**config.mk**
```make
export PLATFORM = sky130hd
export DESIGN_NAME = rkey_store_ctrl
export DESIGN_NICKNAME = d
export VERILOG_FILES = /design/src/rtl/rkey_store_ctrl_pkg.sv /design/src/rtl/rkey_store_ctrl_xram.sv /design/src/rtl/rkey_store_ctrl.sv
export SDC_FILE = /design/constraint.sdc
export NUM_CORES = 2
export LEC_CHECK = 0
export BUFFER_PORTS_ARGS = -buffer_cell sky130_fd_sc_hd__buf_2
export CAP_MARGIN = 30
export CORE_MARGIN = 2
export CORE_UTILIZATION = 55
export DETAILED_ROUTE_END_ITERATION = 6
export GPL_TIMING_DRIVEN = 0
export PLACE_DENSITY = 0.74
export SLEW_MARGIN = 20
export SYNTH_ARGS = -nofsm -noshare
export SYNTH_HDL_FRONTEND = slang
export SYNTH_SLANG_ARGS = --single-unit
```
**constraint.sdc**
```tcl
create_clock -name clk -period 26.7 [get_ports clk]
set_clock_uncertainty 0.2 [all_clocks]
set_input_delay 1.335 -clock clk [delete_from_list [all_inputs] [get_ports clk]]
set_output_delay 1.335 -clock clk [all_outputs]
set_load 0.03 [all_outputs]
```
**src/rtl/rkey_store_ctrl_pkg.sv**
```systemverilog
// rkey_store_ctrl_pkg: shared types and sizes for the AES round-key store.
package rkey_store_ctrl_pkg;
  typedef enum logic [1:0] {IDLE, LOAD, READY} rks_state_t;
  typedef logic [127:0] rkey_t;
  localparam int RK_AW = 4;
endpackage

```
**src/rtl/rkey_store_ctrl_xram.sv**
```systemverilog
// xram_16x64: 16x64 storage with synchronous write and combinational read.
module xram_16x64
  import rkey_store_ctrl_pkg::*;
(
  input  logic             clk,
  input  logic             wr_i,
  input  logic [RK_AW-1:0] wr_addr_i,
  input  logic [63:0]      wr_data_i,
  input  logic [RK_AW-1:0] rd_addr_i,
  output logic [63:0]      rd_data_o
);
  logic [63:0] mem_q [2**RK_AW];
  always_ff @(posedge clk) if (wr_i) mem_q[wr_addr_i] <= wr_data_i;
  assign rd_data_o = mem_q[rd_addr_i];
endmodule

```
**src/rtl/rkey_store_ctrl.sv**
```systemverilog
// rkey_store_ctrl: sequences in-order round-key writes and serves registered reads.
module rkey_store_ctrl
  import rkey_store_ctrl_pkg::*;
#(
  parameter int NUM_RK = 11,
  parameter int AW     = RK_AW,
  parameter int DW     = 128
) (
  input  logic          clk,
  input  logic          rst,
  input  logic          key_start_i,
  input  logic          kx_valid_i,
  input  logic [DW-1:0] kx_data_i,
  output logic          kx_ready_o,
  input  logic          rd_req_i,
  input  logic [AW-1:0] rd_idx_i,
  output logic          rd_stall_o,
  output logic          rd_valid_o,
  output logic [DW-1:0] rd_data_o,
  output logic          rd_err_o,
  output logic          keys_ready_o
);
  localparam logic [AW:0] NRK  = (AW+1)'(NUM_RK);
  localparam logic [AW:0] LAST = (AW+1)'(NUM_RK - 1);
  rks_state_t      state_q;
  logic [AW:0]     wr_cnt_q;
  logic            rd_valid_q, rd_err_q;
  logic [DW-1:0]   rd_data_q;
  logic [DW/2-1:0] ram_hi, ram_lo;
  logic            in_rng, hit, wr_en;
  assign in_rng = {1'b0, rd_idx_i} < NRK;
  // a key is readable only once its write has landed, so same-cycle write+read stalls
  assign hit    = rd_req_i & ({1'b0, rd_idx_i} < wr_cnt_q) & in_rng & ~key_start_i;
  assign wr_en  = kx_valid_i & (state_q == LOAD) & ~key_start_i;
  assign rd_stall_o   = rd_req_i & ~hit & in_rng;
  assign kx_ready_o   = state_q == LOAD;
  assign keys_ready_o = state_q == READY;
  assign rd_valid_o   = rd_valid_q;
  assign rd_data_o    = rd_data_q;
  assign rd_err_o     = rd_err_q;
  xram_16x64 u_ram_hi (
    .clk(clk), .wr_i(wr_en), .wr_addr_i(wr_cnt_q[AW-1:0]), .wr_data_i(kx_data_i[DW-1:DW/2]),
    .rd_addr_i(rd_idx_i), .rd_data_o(ram_hi)
  );
  xram_16x64 u_ram_lo (
    .clk(clk), .wr_i(wr_en), .wr_addr_i(wr_cnt_q[AW-1:0]), .wr_data_i(kx_data_i[DW/2-1:0]),
    .rd_addr_i(rd_idx_i), .rd_data_o(ram_lo)
  );
  always_ff @(posedge clk) begin
    if (rst) begin
      state_q    <= IDLE;
      wr_cnt_q   <= '0;
      rd_valid_q <= 1'b0;
      rd_data_q  <= '0;
      rd_err_q   <= 1'b0;
    end else begin
      rd_valid_q <= hit;
      rd_err_q   <= rd_req_i & ~in_rng;
      if (hit) rd_data_q <= {ram_hi, ram_lo};
      if (key_start_i) begin
        state_q  <= LOAD;
        wr_cnt_q <= '0;
      end else if (wr_en) begin
        wr_cnt_q <= wr_cnt_q + (AW+1)'(1);
        if (wr_cnt_q == LAST) state_q <= READY;
      end
    end
  end
endmodule

```
==> impl_metrics.yaml <==
global_route:
  gr-total-overflow: 0
  grtUsageTotal_pct: 26.4
  antenna_found_initial: 42
  grt_pass1_vias: 40590
  grt_max_degree: 22
  grt_pass1_wl_um: 284000
clock_tree:
  hold_buffers: 0
  numCtsBuffers: 207
  clk_pin_slew_worst_paths_ps: 60
  cts_setup_buffers: 0
  cts_tree: "done"
  worstSkewPairLatency_ps: 860
  clock-sinks: 2185
  clock_path_buffers: 3
  cts_root_buf: "clkbuf_16"
  h-tree-depth: 4
  post_cts_resized: 0
worst_setup_path:
  end_kind: "output pin"
  cp_slowest_cell: "or3_1"
  critPathArrivalTime_ps: 3020
  crit_chain: "clkbuf_1 -> inv_1 -> ha_1 -> nor3_1 -> or3_1 -> nor2_1 -> nor2_1 -> nor2_1 -> buf_2"
  r2r_end: "rd_data_o[92]"
  critPathLaunchType: "flip-flop"
  regToRegSetupSlack_ps: 22180
  r2r-start: "wr_cnt_q[2]"
  crit_fanout: 8
  cpPeakStageDelay_ps: 400
  worstRegToRegCells: 10
  cpMostUsedCell: "nor2_1"
  worstPathRequired_ps: 25160
  critPathKind: "flip-flop to output pin"
route:
  vias_per_cell: 6.35
  vias: 39906
  drt_iter0_markers: 5223
  drc_errors: 0
  wl_per_cell_um: 31.5
  drt_wl_total_um: 198000
  dr.pass1.iters: 5
  ant_nets: 0
floorplan:
  die_area_sq_mm: 0.151
  placeableCoreArea_sq_mm: 0.147
  io_pins: 270
  die_x_um: 389
  initial_utilization_pct: 55.3
  rows: 141
  die_y_um: 389
yosys:
  synth_seq_area_share_pct: 78.8
  synth_area_sq_mm: 0.0815
  synth_most_common_cell: "edfxtp_1"
  synth_cells: 3473
  syn_area_per_cell_sq_um: 23.5
  synth_ff_type: "edfxtp_1"
  synth_edf_count: 2048
  syn-num-nets: 3617
  synth_cell_types: 31
  synth_common_cells: "2048 x edfxtp_1, 512 x mux4_2, 257 x mux2i_1, 137 x dfxtp_1, 129 x a21o_1"
  ys_seq_elements: 2185
  yosysTopAreaCellShare_pct: 75.4
  ys.warnings.count: 0
  synthArstFlopShare_pct: 0
  synth.area.top_cells: "edfxtp_1 75%, mux4_2 14%, dfxtp_1 3.4%"
  synth_area_leader_cell: "edfxtp_1"
final_layout:
  fillCellCount: 9390
  num-nets-final: 4293
  multi_input_area_sq_mm: 0.0164
  final_util_pct: 64.6
  drive_above_1_share_pct: 31.9
  final-seq-area_sq_mm: 0.0642
  synthToLayoutAreaGrowth_pct: 16.9
sta:
  worstMarginPinSlew_ps: 1030
  final-max-slew-violation-count: 0
  hold_viol: 0
  setup_tns_ps: 0
  max_freq_mhz: 220
  finalCriticalPeriod_ps: 4550
  maxSlewHeadroom_pct: 31.1
  setup_ws_ps: 22150
  fin_crit_sh_pct: 17.1
  setup_viol: 0
  rsz0062_at_grt: "no"
job:
  drv_cap: 0
power_and_ir_drop:
  peakVddDrop_mv: 0.0684
  finalPower_uw: 6880
  powerDensity_mw_per_mm2: 72.2
  p_leak_uw: 0.0326
placed_design:
  numPortBuffers: 268
  place_ws_ps: 21740
  dp_hpwl_um: 126000
  gp_congestion: 0.731
min_path:
  min_path_type: "flip-flop to flip-flop"
  holdPathEnd: "rd_data_o[123]"
  hold_depth: 1
  min_from: "rd_data_o[123]"
outcome:
  outcome: "complete, no violations"
==> power breakdown <==
| group | switching, uW | total [uW] | leakage, uW | internal (uW) |
|---|---|---|---|---|
| logic | 180 | 296 | 0.00989 | 116 |
| registers | 5.66 | 3760 | 0.0195 | 3750 |
| clock network | 1260 | 2830 | 0.00319 | 1570 |
==> metrics by stage <==
| step | hold slack [ps] | cells | cell area, sq um |
|---|---|---|---|
| 5_1_grt | 260 | 6273 | 95300 |
| 3_5_place_dp | 234 | 5864 | 88600 |
| 2_1_floorplan | 267 | 3473 | 81500 |
| 3_3_place_gp | 228 | 5671 | 85300 |
| 6_report | 244 | 6281 | 95300 |
| 4_1_cts | 248 | 6255 | 95200 |
==> worst max path at each step <==
| stage | start | endpoint | slack (ps) | depth (start not counted) |
|---|---|---|---|---|
| 2_1_floorplan | kx_valid_i | u_ram_hi.mem_q[3][0] | 15190 | 4 |
| 6_report | wr_cnt_q[2] | rd_stall_o | 22150 | 9 |
| 4_1_cts | wr_cnt_q[2] | rd_stall_o | 22100 | 9 |
| 5_1_grt | wr_cnt_q[2] | rd_stall_o | 21960 | 9 |
| 3_3_place_gp | kx_valid_i | u_ram_hi.mem_q[2][14] | 3880 | 5 |
| 3_5_place_dp | rd_idx_i[3] | rd_data_o[92] | 21740 | 9 |
==> routing by layer <==
metal / track usage (%) / share of wire (%) / vias to the layer above
li1: - / - / 16199
met1: 36.7 / 39 / 21125
met2: 41.7 / 49 / 2216
met3: 6.42 / 9.6 / 332
met4: 8.33 / 2.6 / 34
met5: 0.734 / 0.18 / -
==> logic make-up (layout without fill, tap and decap cells) <==
group,after synthesis,in the layout,share of synthesized area [%]
compound gates,266,266,2.27
fa+ha+maj,7,7,0.107
buf+inv,194,1052,1.21
other cells,0,20,0
flops,2185,2185,78.8
simple gates,49,49,0.275
mux,769,769,17.3
xor+xnor,3,3,0.0322
==> worst max-delay path: cells and delay by family, from the launching register on <==
| family | cells | cell delay, ps |
|---|---|---|
| buffers and inverters | 3 | 730 |
| adders and majority gates | 1 | 310 |
| and+or+nand+nor | 5 | 800 |
| DFF | 1 | 320 |
==> cell type report <==
class,count,share of cell area [%]
multi-input combinational,1094,17.2
buffer,187,1.01
clock buffer,311,6.06
timing repair buffer,467,4.87
tap,1930,2.53
antenna,20,0.0525
inverter,7,0.0276
sequential,2185,67.4
clock inverter,80,0.840
==> state kept, by name, summed over array words and instances (netlist names) <==
| register | flops |
|---|---|
| u_ram_lo.mem_q | 1024 |
| u_ram_hi.mem_q | 1024 |
| rd_err_o | 1 |
| state_q | 2 |
| rd_valid_o | 1 |
| rd_data_o | 128 |
| wr_cnt_q | 5 |
==> cell usage in the layout (no fill, tap or decap), types with 5 or more instances in the layout <==
cell,count
nand2_1,9
bufinv_16,6
nor3_1,5
mux2i_1,257
clkbuf_1,137
clkbuf_16,207
a21o_1,129
inv_16,8
clkbuf_8,21
edfxtp_1,2048
dfxtp_1,137
buf_6,52
diode_2,20
buf_1,33
clkinv_2,28
buf_12,48
inv_1,7
nor2_4,12
clkinv_16,5
mux4_2,512
buf_16,53
ha_1,7
o22ai_1,128
buf_2,342
buf_4,65
nor2_1,11
clkinv_1,26
(Power assumes the default switching activity.)
